$ cat config.mk
export PLATFORM = sky130hd
export DESIGN_NAME = dmem_ctrl_flat
export DESIGN_NICKNAME = d
export VERILOG_FILES = /design/src/rtl/dmem_pkg.sv /design/src/rtl/dmem_if.sv /design/src/rtl/dmem_lsu_align.sv /design/src/rtl/dmem_ctrl.sv /design/src/flat_wrapper.sv
export SDC_FILE = /design/constraint.sdc
export NUM_CORES = 1
export LEC_CHECK = 0
export ABC_AREA = 0
export CORE_MARGIN = 2
export CORE_UTILIZATION = 40
export DETAILED_ROUTE_END_ITERATION = 16
export GPL_ROUTABILITY_DRIVEN = 0
export PLACE_DENSITY_LB_ADDON = 0.25
export SYNTH_ARGS = -nofsm -noshare
export SYNTH_HDL_FRONTEND = slang
export SYNTH_HIERARCHICAL = 1
export SYNTH_SLANG_ARGS = --single-unit
$ cat constraint.sdc
create_clock -name clk -period 1.55 [get_ports clk]
set_input_delay 0.2325 -clock clk [delete_from_list [all_inputs] [get_ports clk]]
set_output_delay 0.2325 -clock clk [all_outputs]
set_load 0.05 [all_outputs]
$ cat src/rtl/dmem_pkg.sv
// Shared definitions for the data-memory load/store sequencer.
package dmem_pkg;

    localparam logic [2:0] F3_B  = 3'b000;
    localparam logic [2:0] F3_H  = 3'b001;
    localparam logic [2:0] F3_W  = 3'b010;
    localparam logic [2:0] F3_BU = 3'b100;
    localparam logic [2:0] F3_HU = 3'b101;

    typedef enum logic [1:0] {
        IDLE   = 2'd0,
        ACCESS = 2'd1,
        WAIT   = 2'd2,
        RESP   = 2'd3
    } dmem_state_t;

endpackage

$ cat src/rtl/dmem_if.sv
// Request/response and memory-port bundle between the MEM stage, dmem_ctrl and the data memory.
interface dmem_if
    import dmem_pkg::*;
#(
    parameter int NUM_WORDS = 32
);
    localparam int ADDR_W = $clog2(NUM_WORDS);

    logic              req_valid;
    logic              req_ready;
    logic              req_we;
    logic [2:0]        req_funct3;
    logic [31:0]       req_addr;
    logic [31:0]       req_wdata;
    logic              rsp_valid;
    logic [31:0]       rsp_rdata;
    logic              rsp_err;
    logic              mem_en;
    logic              mem_we;
    logic [3:0]        mem_be;
    logic [ADDR_W-1:0] mem_addr;
    logic [31:0]       mem_wdata;
    logic [31:0]       mem_rdata;

    modport slave (
        input  req_valid, req_we, req_funct3, req_addr, req_wdata, mem_rdata,
        output req_ready, rsp_valid, rsp_rdata, rsp_err,
               mem_en, mem_we, mem_be, mem_addr, mem_wdata
    );

    modport master (
        output req_valid, req_we, req_funct3, req_addr, req_wdata, mem_rdata,
        input  req_ready, rsp_valid, rsp_rdata, rsp_err,
               mem_en, mem_we, mem_be, mem_addr, mem_wdata
    );

endinterface

$ cat src/rtl/dmem_lsu_align.sv
// Byte-lane steering: store enables/replication and load lane select plus extension.
module lsu_align
    import dmem_pkg::*;
(
    input  logic        we,
    input  logic [2:0]  funct3,
    input  logic [1:0]  offset,
    input  logic [31:0] wdata,
    input  logic [31:0] rdata,
    output logic [3:0]  be,
    output logic [31:0] wdata_rep,
    output logic [31:0] ld_data
);
    logic [31:0] shifted;

    assign shifted = rdata >> {offset, 3'b000};

    always_comb begin
        be        = 4'b1111;
        wdata_rep = wdata;
        if (we) begin
            case (funct3)
                F3_B: begin
                    be        = 4'b0001 << offset;
                    wdata_rep = {4{wdata[7:0]}};
                end
                F3_H: begin
                    be        = offset[1] ? 4'b1100 : 4'b0011;
                    wdata_rep = {2{wdata[15:0]}};
                end
                default: ;
            endcase
        end
    end

    always_comb begin
        ld_data = shifted;
        case (funct3)
            F3_B:    ld_data = {{24{shifted[7]}}, shifted[7:0]};
            F3_H:    ld_data = {{16{shifted[15]}}, shifted[15:0]};
            F3_BU:   ld_data = {24'h0, shifted[7:0]};
            F3_HU:   ld_data = {16'h0, shifted[15:0]};
            default: ld_data = shifted;
        endcase
    end

endmodule

$ cat src/rtl/dmem_ctrl.sv
// Load/store sequencer between the MEM stage and a single-port synchronous-read data memory.
// state  | meaning
// IDLE   | ready for a request; latches it on accept
// ACCESS | drives the memory port from the latched request
// WAIT   | captures and extends read data
// RESP   | one-cycle response pulse
module dmem_ctrl
    import dmem_pkg::*;
#(
    parameter int NUM_WORDS = 32
)(
    input  logic   clk,
    input  logic   n_rst,
    dmem_if.slave  bus
);
    localparam int ADDR_W = $clog2(NUM_WORDS);

    dmem_state_t       state_q, state_d;
    logic              we_q;
    logic [2:0]        f3_q;
    logic [ADDR_W+1:0] addr_q;
    logic [31:0]       wdata_q;
    logic              err_q;
    logic [31:0]       rdata_q;
    logic              req_err;
    logic [3:0]        be;
    logic [31:0]       wdata_rep;
    logic [31:0]       ld_data;

    always_comb begin
        req_err = 1'b0;
        case (bus.req_funct3)
            F3_B:    req_err = 1'b0;
            F3_BU:   req_err = bus.req_we;
            F3_H:    req_err = bus.req_addr[0];
            F3_HU:   req_err = bus.req_we | bus.req_addr[0];
            F3_W:    req_err = |bus.req_addr[1:0];
            default: req_err = 1'b1;
        endcase
        if ({2'b00, bus.req_addr[31:2]} >= 32'(NUM_WORDS)) req_err = 1'b1;
    end

    lsu_align u_align (
        .we        (we_q),
        .funct3    (f3_q),
        .offset    (addr_q[1:0]),
        .wdata     (wdata_q),
        .rdata     (bus.mem_rdata),
        .be        (be),
        .wdata_rep (wdata_rep),
        .ld_data   (ld_data)
    );

    always_ff @(posedge clk or negedge n_rst) begin
        if (!n_rst) begin
            state_q <= IDLE;
            we_q    <= 1'b0;
            f3_q    <= 3'b000;
            addr_q  <= '0;
            wdata_q <= 32'h0;
            err_q   <= 1'b0;
            rdata_q <= 32'h0;
        end else begin
            state_q <= state_d;
            if (state_q == IDLE && bus.req_valid) begin
                we_q    <= bus.req_we;
                f3_q    <= bus.req_funct3;
                addr_q  <= bus.req_addr[ADDR_W+1:0];
                wdata_q <= bus.req_wdata;
                err_q   <= req_err;
                rdata_q <= 32'h0;
            end
            if (state_q == WAIT) rdata_q <= ld_data;
        end
    end

    // Outputs decode from state and latched registers only, never from req_*.
    always_comb begin
        state_d        = state_q;
        bus.req_ready  = 1'b0;
        bus.mem_en     = 1'b0;
        bus.mem_we     = 1'b0;
        bus.mem_be     = 4'b0000;
        bus.mem_addr   = '0;
        bus.mem_wdata  = 32'h0;
        bus.rsp_valid  = 1'b0;
        bus.rsp_err    = 1'b0;
        bus.rsp_rdata  = 32'h0;
        case (state_q)
            IDLE: begin
                bus.req_ready = 1'b1;
                if (bus.req_valid) state_d = req_err ? RESP : ACCESS;
            end
            ACCESS: begin
                bus.mem_en    = 1'b1;
                bus.mem_we    = we_q;
                bus.mem_be    = be;
                bus.mem_addr  = addr_q[ADDR_W+1:2];
                bus.mem_wdata = we_q ? wdata_rep : 32'h0;
                state_d       = we_q ? RESP : WAIT;
            end
            WAIT: state_d = RESP;
            RESP: begin
                bus.rsp_valid = 1'b1;
                bus.rsp_err   = err_q;
                bus.rsp_rdata = rdata_q;
                state_d       = IDLE;
            end
            default: state_d = IDLE;
        endcase
    end

endmodule

$ cat src/flat_wrapper.sv
// flat-port wrapper written by rule: the top's interface ports become plain ports
module dmem_ctrl_flat import dmem_pkg::*;
#(
    parameter int NUM_WORDS = 32
)
  (clk, n_rst, bus_req_valid, bus_req_we, bus_req_funct3, bus_req_addr, bus_req_wdata, bus_mem_rdata, bus_req_ready, bus_rsp_valid, bus_rsp_rdata, bus_rsp_err, bus_mem_en, bus_mem_we, bus_mem_be, bus_mem_addr, bus_mem_wdata);
  dmem_if #(.NUM_WORDS(NUM_WORDS)) bus_i ();
  input  logic clk;
  input  logic n_rst;
  input wire logic [$bits(bus_i.req_valid)-1:0] bus_req_valid;
  input wire logic [$bits(bus_i.req_we)-1:0] bus_req_we;
  input wire logic [$bits(bus_i.req_funct3)-1:0] bus_req_funct3;
  input wire logic [$bits(bus_i.req_addr)-1:0] bus_req_addr;
  input wire logic [$bits(bus_i.req_wdata)-1:0] bus_req_wdata;
  input wire logic [$bits(bus_i.mem_rdata)-1:0] bus_mem_rdata;
  output wire logic [$bits(bus_i.req_ready)-1:0] bus_req_ready;
  output wire logic [$bits(bus_i.rsp_valid)-1:0] bus_rsp_valid;
  output wire logic [$bits(bus_i.rsp_rdata)-1:0] bus_rsp_rdata;
  output wire logic [$bits(bus_i.rsp_err)-1:0] bus_rsp_err;
  output wire logic [$bits(bus_i.mem_en)-1:0] bus_mem_en;
  output wire logic [$bits(bus_i.mem_we)-1:0] bus_mem_we;
  output wire logic [$bits(bus_i.mem_be)-1:0] bus_mem_be;
  output wire logic [$bits(bus_i.mem_addr)-1:0] bus_mem_addr;
  output wire logic [$bits(bus_i.mem_wdata)-1:0] bus_mem_wdata;
  assign bus_i.req_valid = bus_req_valid;
  assign bus_i.req_we = bus_req_we;
  assign bus_i.req_funct3 = bus_req_funct3;
  assign bus_i.req_addr = bus_req_addr;
  assign bus_i.req_wdata = bus_req_wdata;
  assign bus_i.mem_rdata = bus_mem_rdata;
  assign bus_req_ready = bus_i.req_ready;
  assign bus_rsp_valid = bus_i.rsp_valid;
  assign bus_rsp_rdata = bus_i.rsp_rdata;
  assign bus_rsp_err = bus_i.rsp_err;
  assign bus_mem_en = bus_i.mem_en;
  assign bus_mem_we = bus_i.mem_we;
  assign bus_mem_be = bus_i.mem_be;
  assign bus_mem_addr = bus_i.mem_addr;
  assign bus_mem_wdata = bus_i.mem_wdata;
  dmem_ctrl #(.NUM_WORDS(NUM_WORDS)) u_core (.clk(clk), .n_rst(n_rst), .bus(bus_i));
endmodule
* Word level (Yosys, flattened, before mapping)
Index checks and enable logic that the tools add are counted.
** Storage, ports and cells
- Word-level logic and storage cells :: 51
- Bits of input ports :: 103
- Register bits after elaboration :: 78
- ROM bits :: 0
- Output and inout port bits :: 78
- Latch bits :: 0
- Memories :: 0
- Memory bits (writable) :: 0
** Operators by class
- Add/subtract/negate cells :: 0
- Reductions and logical operators :: 6
- Equal/unequal tests :: 11
- Shifts and indexed selects :: 2
- Magnitude comparators :: 1
- Muxes and demuxes :: 23
- Div/mod/pow operators :: 0
- $mul :: 0
- Bitwise gates (word level) :: 1
** Operator list (number)
- $mux 32 :: 5
- $pmux 32 s4 :: 1
- $pmux 32 s2 :: 1
- $shr 32x5->32 :: 1
- $ge 30x6->1 const B :: 1
- $eq 3x3->1 const B :: 4
- $mux 4 :: 3
- $pmux 2 s4 :: 1
- $pmux 4 s2 :: 1
- $mux 1 :: 7
- $eq 3x1->1 const B :: 2
- $logic_not 3->1 :: 2
- $mux 5 :: 1
- $pmux 1 s5 :: 1
- $eq 2x2->1 const B :: 2
- $mux 2 :: 2
- $shl 1x2->4 const A :: 1
- $eq 3x2->1 const B :: 1
- $eq 2x1->1 const B :: 1
- $logic_not 2->1 :: 1
- $ne 2x2->1 const B :: 1
- $reduce_bool 2->1 :: 1
- $reduce_or 2->1 :: 1
- $logic_and 1x1->1 :: 1
- $or 1x1->1 :: 1

* Logic depth before layout (Yosys ltp)
- Depth after elaboration :: 6
- Mapped depth :: 8
- Depth with buffers taken out :: 6

* By module
The synthesis kept the hierarchy.
** Modules (own cells, without submodules)
- dmem_ctrl :: cells an instance 347, instances 1, area each 3590.9 µm²
- lsu_align :: cells an instance 185, instances 1, area each 1251.2 µm²

* Worst setup path before layout
No wires, ideal clock.
- Path kind :: reg-to-reg
- Start :: reg u_core.state_q[0]
- End :: reg u_core.state_q[1]
- Path buffers :: 0
- Period minus slack after synthesis :: 2129 ps
- Arrival :: 1968 ps
- Required time :: 1390 ps
- Cell stages (with the launch flop) :: 7
- Setup slack :: -579 ps
- Cell sequence :: dfrtp_1 inv_1 ha_1 nand2_1 or4_1 nor4_2 a211oi_1
** Between the ends
- Word-level cells in the longest chain between the ends :: 2
- Elaborated cells between the ends (all ways) :: 6
- Classes of those cells :: 4 x eq/ne; 1 x mux; 1 x reduce/logical
** Ends and longest elaborated chain
- start, declared :: line dmem_ctrl.sv:18 : dmem_state_t state_q, state_d;
- start signal, assigned :: line dmem_ctrl.sv:64 : state_q <= state_d;
- $eq 2x2->1 (tied with other cells) :: line dmem_ctrl.sv:89 : case (state_q)
- $pmux 2 s4 or $ne 2x2->1 (tied branches)
Several ways; a longest one is shown, not always the timed one.
A chain may end at the register's enable or synchronous reset.

* Worst setup path in the final report
- Start :: reg u_core.f3_q[2]
- End :: out bus_mem_wdata[28]
** Between the ends
- Word-level cells in the longest chain between the ends :: 4
- Elaborated cells between the ends (all ways) :: 5
- Classes of those cells :: 1 x eq/ne; 3 x mux; 1 x reduce/logical
** Ends and longest elaborated chain
- start, declared :: line dmem_ctrl.sv:20 : logic [2:0] f3_q;
- start signal, assigned :: line dmem_ctrl.sv:67 : f3_q <= bus.req_funct3;
- $eq 3x1->1 or $logic_not 3->1 (tied branches) :: line dmem_lsu_align.sv:22 : case (funct3)
- $pmux 32 s2 (*) :: line dmem_lsu_align.sv:22
- net u_core.wdata_rep[28] :: line dmem_ctrl.sv:27 : logic [31:0] wdata_rep;
- $mux 32 (*) :: line dmem_ctrl.sv:99 : bus.mem_wdata = we_q ? wdata_rep : 32'h0;
- $mux 32 (*) :: line dmem_ctrl.sv:89
- end, declared :: line flat_wrapper.sv:24 : output wire logic [$bits(bus_i.mem_wdata)-1:0] bus_mem_wdata;
Mark *: on every way through the listed nets, which the timed path passes. The rest lies on a longest branch.

==> impl_metrics.csv <==
group,metric,value,unit
drt,vias,5210,
drt,vias_per_cell,5.71,
power_and_ir_drop,power.density,2170,nW/um2
critical_path,critical_path_class,"flip-flop to output port",
grt,first_global_vias,5405,
logic_synthesis,synth_compound_area_share,8.79,%
logic_synthesis,synthCells,532,
placement,place_ws,-0.391,ns
critical_path,cp_max_fo,19,
critical_path,r2r-start,"u_core/state_q[0]",
grt,grt_max_degree,79,
clock_network,clkTransAtPathRegs,0.06,ns
sta,max_slew.worst_pin.slew,0.428,ns
sta,finalCritPeriodShare,142,%
logic_synthesis,synth_area_per_cell,9.10,um2
logic_synthesis,synth_nets,639,
clock_network,clk_latency,0.34,ns
placement,hpwl,11100,um
sta,setup_ws,-0.646,ns
power_and_ir_drop,p_int,11.7,mW
power_and_ir_drop,p_comb_share,68.8,%
drt,drtIter0Drc,348,
logic_synthesis,synth_simple_gate_area_share,24.2,%
logic_synthesis,yosys.area_share.adder,1.03,%
critical_path,r2r_cells,9,
drt,ant_nets,0,
die,dieArea,13000,um2
power_and_ir_drop,clockPowerShare,12.2,%
clock_network,cts.sinks,78,
sta,clock_skew,0.00692,ns
sta,relSlewSlack,71.5,%
cells_and_area,multi_input_area,3240,um2
die,fp.coreArea,11900,um2
worst_hold_path,hp-class,"input pin to asynchronous set/reset pin",
cells_and_area,antennaDiodeCount,0,
critical_path,cp-end-kind,"output port",
clock_network,numCtsBuffers,9,
logic_synthesis,synthDistinctLibCells,31,
critical_path,rrSetupSlack,-0.22,ns
placement,dpl-instance-area,7950,um2
grt,grt_pass1_wl,27700,um
cells_and_area,syn_to_final_growth,93.2,%
die,dieHeight,114,um
sta,post-route-min-period,2.20,ns
grt,grt_use_total,27.6,%
logic_synthesis,synth_enable_flop_cells,0,
critical_path,cp-start-kind,"flip-flop",
sta,rsz0062_at_grt,"yes",
drt,drt-pass1-iter-count,5,
grt,grt_antenna_before_repair,0,
job,cap_violations,0,
cells_and_area,fill_cells,714,
critical_path,rr_endpoint,"u_core/wdata_q[14]",
cells_and_area,regArea,1960,um2
sta,holdWs,0.461,ns
logic_synthesis,synth_top_flop_cell,"dfrtp_1",
die,die_w,114,um
power_and_ir_drop,pwr-share-seq,19.0,%
critical_path,worst-endpoint-required,1.32,ns
cells_and_area,layoutNonFillerInstCount,912,
clock_network,htree_levels,3,
sta,finalHoldViolations,0,
outcome,status,"finished with violations",
power_and_ir_drop,ir_drop,0.00131,V
clock_network,tritoncts,"yes",
die,initial_core_util,40.7,%
cells_and_area,stdcell_area,9350,um2
placement,placed_cells,861,
cells_and_area,fin_nets,867,
logic_synthesis,synth_top_family_by_area,"simple AND/OR/NAND/NOR gates",
outcome,violations,"setup timing",
power_and_ir_drop,sw_frac_of_total,42.3,%
drt,wl_per_cell,21.2,um
critical_path,critPathArrivalTime,1.96,ns
cells_and_area,drive_gt1_share,51.4,%
clock_network,clk_path_buf_depth,2,
logic_synthesis,synth_mux_area_share,20.0,%
logic_synthesis,yosysWarnings,6,
logic_synthesis,synthXorXnorAreaFrac,0.181,%
grt,grt_overflow,0,
die,rows,40,
power_and_ir_drop,p_sw,8.59,mW
placement,portBuffers,180,
logic_synthesis,ys_ff_latch,78,
drt,totalWireLength,19300,um
power_and_ir_drop,power,20.3,mW
drt,route.detailed.drc,0,
logic_synthesis,seq_area_frac_synth,40.3,%
clock_network,cts_root_buf,"clkbuf_16",
logic_synthesis,netlist_area,4840,um2
die,io_pins,181,
sta,setup_viol,154,
sta,clock.fmax,455,MHz
logic_synthesis,async_flop_share,100,%
power_and_ir_drop,leakage,4.06,nW
sta,finalMaxSlewViolations,0,
==> synthesized netlist by cell type (2+ instances only) <==
library cell	count	area [um2]
clkbuf_1	24	90.1
mux2i_1	17	170
a221oi_1	2	17.5
nor2b_1	10	62.6
and2_1	43	269
mux2_2	71	800
or4_1	3	22.5
a211oi_1	6	45.0
buf_2	9	45.0
nor3b_1	2	15.0
a21oi_1	26	130
buf_4	8	60.1
dfrtp_1	78	1950
nand4_1	18	113
or2_2	6	37.5
ha_1	4	50.1
nand2_1	84	315
nand3_1	3	15.0
o21ai_0	42	210
buf_1	9	33.8
and3_1	32	200
nor2_1	19	71.3
nor4_1	4	25.0
buf_6	2	22.5
inv_1	4	15.0
==> layer usage <==
metal / up-vias / global-route usage [%] / part of all wire, %
met2: 295 / 48.4 / 51
met1: 2529 / 32.0 / 37
li1: 2310 / - / -
met4: 0 / 14.6 / 4.6
met5: - / 0 / 0
met3: 76 / 5.26 / 7.6
==> critical path, stage by stage (launching register included) <==
cell     delay (ns)
dfrtp_1        0.41
nor3b_4        0.24
buf_6          0.24
buf_4          0.18
nor2_1         0.05
a21oi_1        0.15
and3_4         0.23
buf_12         0.13
==> cell usage in the layout (no fill, tap or decap), types with 3 or more instances in the layout <==
cell type          n
mux2_4            14
mux2i_1           15
and2_4            43
o21ai_2            8
buf_16             7
nand2_4            8
a211oi_1           5
dfrtp_1           73
buf_8             11
nor2b_1            9
o21ai_0            9
nand2_1           67
nand4_1           18
nor2_1            17
clkdlybuf4s50_1  101
a21oi_2            5
a21oi_1           21
and3_4            32
nand2_2            9
mux2_2            57
ha_4               4
nor4_1             4
buf_6             16
buf_12            77
buf_4             51
bufinv_16          3
or2_2              5
o21ai_1           24
dfrtp_2            5
clkbuf_16         14
==> per-stage QoR <==
| stage | setup TNS [ns] | util [%] |
|---|---|---|
| after global routing | -45.68 | 78.5 |
| after floorplan | -4.59 | - |
| after global placement | -16.91 | 66.7 |
| after CTS | -34.31 | 75.9 |
| final | -40.41 | 78.5 |
| after detailed placement | -20.60 | 66.7 |
==> power groups by stage <==
stage / clock [mW] / sequential (mW) / combinational (mW)
floorplan: 0 / 3.44 / 6.92
global placement: 0 / 3.61 / 10.6
detailed placement: 0 / 3.68 / 10.8
CTS: 2.46 / 3.70 / 12.9
global route: 2.58 / 3.94 / 14.6
finish: 2.47 / 3.86 / 14.0
==> kinds of logic after synthesis <==
group / Yosys count
flip-flops: 78
AO/OA/AOI/OAI: 78
adder cells (fa/ha/maj): 4
XOR/XNOR: 1
multiplexers: 88
buffers and inverters: 56
AND/OR/NAND/NOR: 227
==> sequential cells by signal (all words and copies together), names as in the netlist <==
name and flops:
u_core/wdata_q 32, u_core/state_q 2, u_core/f3_q 3, u_core/rdata_q 32, u_core/err_q 1, u_core/addr_q 7
u_core/we_q 1
==> worst max path at each step <==
stage                 startpoint                end  depth (start not counted)  slack (ns)
4_1_cts           u_core/f3_q[1]  bus_mem_wdata[11]                          6       -0.65
3_5_place_dp    bus_req_addr[13]       u_core/err_q                          5       -0.39
3_3_place_gp    bus_req_addr[13]       u_core/err_q                          5       -0.37
2_1_floorplan  u_core/state_q[1]  u_core/state_q[1]                          6       -0.13
5_1_grt           u_core/f3_q[2]  bus_mem_wdata[14]                          6       -0.69
6_report          u_core/f3_q[2]  bus_mem_wdata[28]                          7       -0.65
==> cell type report <==
cell class,count,share of cell area (%)
timing repair buffer,269,38.6
multi-input combinational,398,34.6
sequential,78,20.9
clock buffer,10,2.55
tap,147,1.97
clock inverter,6,1.16
inverter,4,0.214
==> what timing repair did <==
action,4_1_cts,5_1_grt
hold buffers,1,0
gates cloned,10,7
endpoints found under the hold margin,78,0
resized for setup,127,68
buffers inserted,18,5
setup endpoints to repair,121,156
pin swaps,17,28
(Power assumes the default switching activity.)
==> RTL edit 1, RTL diff (same settings) <==
Reset style: synchronous (`n_rst`), changed in one clocked block.
--- a/src/rtl/dmem_ctrl.sv
+++ b/src/rtl/dmem_ctrl.sv
@@ -51,7 +51,7 @@
         .ld_data   (ld_data)
     );
 
-    always_ff @(posedge clk or negedge n_rst) begin
+    always_ff @(posedge clk) begin
         if (!n_rst) begin
             state_q <= IDLE;
             we_q    <= 1'b0;
Formal check against the unedited RTL: differs if n_rst is asserted again (counterexample within 4 cycles, from zero or initial values and one cycle with n_rst low); with n_rst held inactive, the same outputs for 10 cycles.
==> RTL edit 1 against the unedited design <==
The flow still finishes with violations (setup timing); final area shrank 2.0%; worst setup slack gained 0.068 ns; area after synthesis grew 3.2%; sequential cell count is the same; critical path depth shrank 2; power shrank 39%; hold slack lost 0.050 ns; wire length grew 4.5%; combinational power shrank 48%; critical path type unchanged; critical endpoint is now bus_mem_wdata[17]; largest cell class unchanged; largest power group unchanged.
==> RTL edit 1: results (changes against the unedited design) <==
global_route:
  grtUsageTotal: 0.2680  # was 0.2762
  use_met1: 0.3218  # was 0.3195
  grt_pass1_wl_um: 28390  # was 27660 um
  gr-usage-met2: 0.4546  # was 0.4841
  grtUsageMet3: 0.06747  # was 0.05260
pwr:
  powerClk_w: 0.00218  # was 0.00247 W
  pg_seq_w: 0.00287  # was 0.00386 W
  powerComb_w: 0.00728  # was 0.0140 W
  peakVddDrop_mv: 0.7986  # was 1.314 mV
  p_sw_frac: 0.4038  # was 0.4231
  p_leak_nw: 3.629  # was 4.063 nW
sta:
  tightestPinTransition_ns: 0.4688  # was 0.4276 ns
  setup_violations: 100  # was 154
  tns_ns: -25.73  # was -40.41 ns
  setup_ws_ns: -0.5777  # was -0.6460 ns
  finClkSkew_ns: 0.009813  # was 0.006925 ns
placement:
  place_ws_ns: -0.3562  # was -0.3906 ns
  dp_cells: 987  # was 861
  placed_area_um2: 7874  # was 7945 um2
  dp_hpwl_um: 11220  # was 11140 um
yosys:
  synth-seq-area-share: 0.3124  # was 0.4031
  yosys.area.top_type: "dfxtp_1"  # was dfrtp_1
  avgSynthCellArea_um2: 7.551  # was 9.102 um2
  syn-num-nets: 769  # was 639
  ys_types: 37  # was 31
  async_flop_share: 0  # was 1.000
worst_setup_path:
  crit_path_max_fanout: 11  # was 19
  worstRegToRegCells: 8  # was 9
  critical_path.startpoint: "u_core/f3_q[1]"  # was u_core/f3_q[2]
detailed_routing:
  drt_iter0_drc: 483  # was 348
  wl_um: 20200  # was 19340 um
  met3_length_um: 1897  # was 1474 um
status:
  violations: "setup timing"  # unchanged
  status: "finished, violations left"  # unchanged
cts:
  cts_resized: 97  # was 127
cells_and_area:
  drive_gt1_frac: 0.3927  # was 0.5137
  stdcell_count: 1044  # was 912
  layout.nets: 978  # was 867
  n_fill_cell: 810  # was 714
## RTL edit 1: logic make-up (layout without fill, tap and decap cells)
| kind of cell | after synthesis | count (layout) | synth area share |
|---|---|---|---|
| and+or+nand+nor | 341 | 341 | 0.3394 |
| AOI/OAI and AO/OA | 124 | 124 | 0.1637 |
| DFF | 78 | 78 | 0.3124 |
| buffers and inverters | 69 | 283 | 0.07559 |
| muxes | 45 | 45 | 0.09712 |
| adders and majority gates | 4 | 4 | 0.01001 |
| xor gates and xnor gates | 1 | 1 | 0.001753 |
## RTL edit 1: area by class of cell
cell class / count / area, um2 / area share
clock inverters: 3 / 42.54 / 0.004641
flip-flops and latches: 78 / 1582 / 0.1725
well taps: 168 / 210.2 / 0.02293
multi-input cells: 515 / 3527 / 0.3848
repair buffers: 263 / 3530 / 0.3851
inverters: 4 / 15.01 / 0.001638
clock buffers: 13 / 260.3 / 0.02839
==> RTL edit 2, RTL diff (same flow settings) <==
Made on the original files. `NUM_WORDS` is set to 32 in 3 places; all go to 64.
--- a/src/rtl/dmem_if.sv
+++ b/src/rtl/dmem_if.sv
@@ -2,7 +2,7 @@
 interface dmem_if
     import dmem_pkg::*;
 #(
-    parameter int NUM_WORDS = 32
+    parameter int NUM_WORDS = 64
 );
     localparam int ADDR_W = $clog2(NUM_WORDS);
 
--- a/src/rtl/dmem_ctrl.sv
+++ b/src/rtl/dmem_ctrl.sv
@@ -7,7 +7,7 @@
 module dmem_ctrl
     import dmem_pkg::*;
 #(
-    parameter int NUM_WORDS = 32
+    parameter int NUM_WORDS = 64
 )(
     input  logic   clk,
     input  logic   n_rst,
--- a/src/flat_wrapper.sv
+++ b/src/flat_wrapper.sv
@@ -1,7 +1,7 @@
 // flat-port wrapper written by rule: the top's interface ports become plain ports
 module dmem_ctrl_flat import dmem_pkg::*;
 #(
-    parameter int NUM_WORDS = 32
+    parameter int NUM_WORDS = 64
 )
   (clk, n_rst, bus_req_valid, bus_req_we, bus_req_funct3, bus_req_addr, bus_req_wdata, bus_mem_rdata, bus_req_ready, bus_rsp_valid, bus_rsp_rdata, bus_rsp_err, bus_mem_en, bus_mem_we, bus_mem_be, bus_mem_addr, bus_mem_wdata);
   dmem_if #(.NUM_WORDS(NUM_WORDS)) bus_i ();
Interface: changed (resized bus_mem_addr); port bits go from 181 to 182. The function was not compared with the original's and may differ.
==> RTL edit 2 against the unedited design <==
The run still ends with setup timing left; sequential share of layout area decreased by 0.46 points; sequential power increased by 4%; power increased by 2.2%; worst setup slack got worse by 0.033 ns; global-route usage decreased by 0.16 points; sequential cell count increased by 1; clock power decreased by 13%; maximum frequency decreased by 1.5%; final area increased by 3.4%; wire length decreased by 0.51%; area after synthesis increased by 1.7%; core utilization increased by 2.0 points.
==> RTL edit 2: results (changes against the unedited design) <==
sta:
  relSlewSlack: 0.6753  # was 0.7149
  setup_ws_ns: -0.6790  # was -0.6460 ns
  tns_ns: -45.81  # was -40.41 ns
  setup_violations: 158  # was 154
  finClkSkew_ns: 0.007923  # was 0.006925 ns
  whs_ns: 0.4453  # was 0.4613 ns
pwr:
  intPower_w: 0.01191  # was 0.01171 W
  seq_power_share: 0.193  # was 0.190
  p_clk_frac: 0.103  # was 0.122
  powerComb_w: 0.0146  # was 0.0140 W
  peakVddDrop_mv: 1.157  # was 1.314 mV
  p_leak_nw: 4.239  # was 4.063 nW
global_route:
  use_met1: 0.3554  # was 0.3195
  grt_max_degree: 80  # was 79
  grtUsageTotal: 0.2747  # was 0.2762
  gr-usage-met2: 0.4616  # was 0.4841
  grtUsageMet3: 0.04902  # was 0.05260
worst_setup_path:
  critical_path.startpoint: "u_core/f3_q[1]"  # was u_core/f3_q[2]
  endpoint: "bus_mem_wdata[12]"  # was bus_mem_wdata[28]
  rr_endpoint: "u_core/wdata_q[19]"  # was u_core/wdata_q[14]
  crit_path_max_fanout: 8  # was 19
  arrival_ns: 2.00  # was 1.96 ns
  r2r_slack_ns: -0.28  # was -0.22 ns
  crit_family: "simple AND/OR/NAND/NOR gates"  # was buffers and inverters
yosys:
  ys_top_cells_by_count: "nand2_1 (82), dfrtp_1 (79), mux2_2 (72), and2_1 (45), o21ai_0 (39)"  # was nand2_1 (84), dfrtp_1 (78), mux2_2 (71), and2_1 (43), o21ai_0 (42)
  syn-num-nets: 642  # was 639
  ys_top_cells_by_area: "dfrtp_1 (40%), mux2_2 (16%), nand2_1 (6.3%)"  # was dfrtp_1 (40%), mux2_2 (17%), nand2_1 (6.5%)
  ys_types: 32  # was 31
  synth-seq-area-share: 0.4016  # was 0.4031
status:
  violations: "setup timing"  # unchanged
  status: "finished, violations left"  # unchanged
cells_and_area:
  layout.nets: 877  # was 867
  stdcell_count: 922  # was 912
  n_fill_cell: 634  # was 714
  multiInputGateArea_um2: 3480  # was 3236 um2
detailed_routing:
  drt_iter0_drc: 306  # was 348
  wl_per_cell_um: 20.87  # was 21.21 um
  drt-vias-per-instance: 5.517  # was 5.713
  met3_length_um: 1308  # was 1474 um
cts:
  postCtsSetupRepairBufs: 23  # was 18
  cts_resized: 152  # was 127
placement:
  io_buffers: 181  # was 180
  placed_area_um2: 8085  # was 7945 um2
  dp_hpwl_um: 11380  # was 11140 um
  place_ws_ns: -0.3238  # was -0.3906 ns
==> RTL edit 2: changes by cell type after synthesis, sizes merged <==
cell | unedited run | this run
a21oi | 26 | 25
a221oi | 3 | 4
and2 | 43 | 45
buf | 28 | 30
clkbuf | 24 | 23
dfrtp | 78 | 79
mux2 | 71 | 72
nand2 | 84 | 82
nand3 | 3 | 4
nor2 | 20 | 22
nor4 | 5 | 7
o21ai | 42 | 39
or4 | 3 | 1
==> RTL edit 2: final cells by class <==
type	count	area share
timing repair buffer	277	0.3846
multi-input combinational	399	0.3597
sequential	79	0.2047
clock buffer	11	0.02406
tap	147	0.01901
clock inverter	5	0.006079
inverter	4	0.001811
==> RTL edit 2: logic make-up after synthesis <==
| family | after synthesis | synth area share |
|---|---|---|
| simple gates | 230 | 0.2417 |
| mux | 89 | 0.1993 |
| flops | 79 | 0.4016 |
| compound gates | 75 | 0.08414 |
| buf+inv | 57 | 0.06126 |
| fa+ha+maj | 4 | 0.01017 |
| xor+xnor | 1 | 0.001780 |
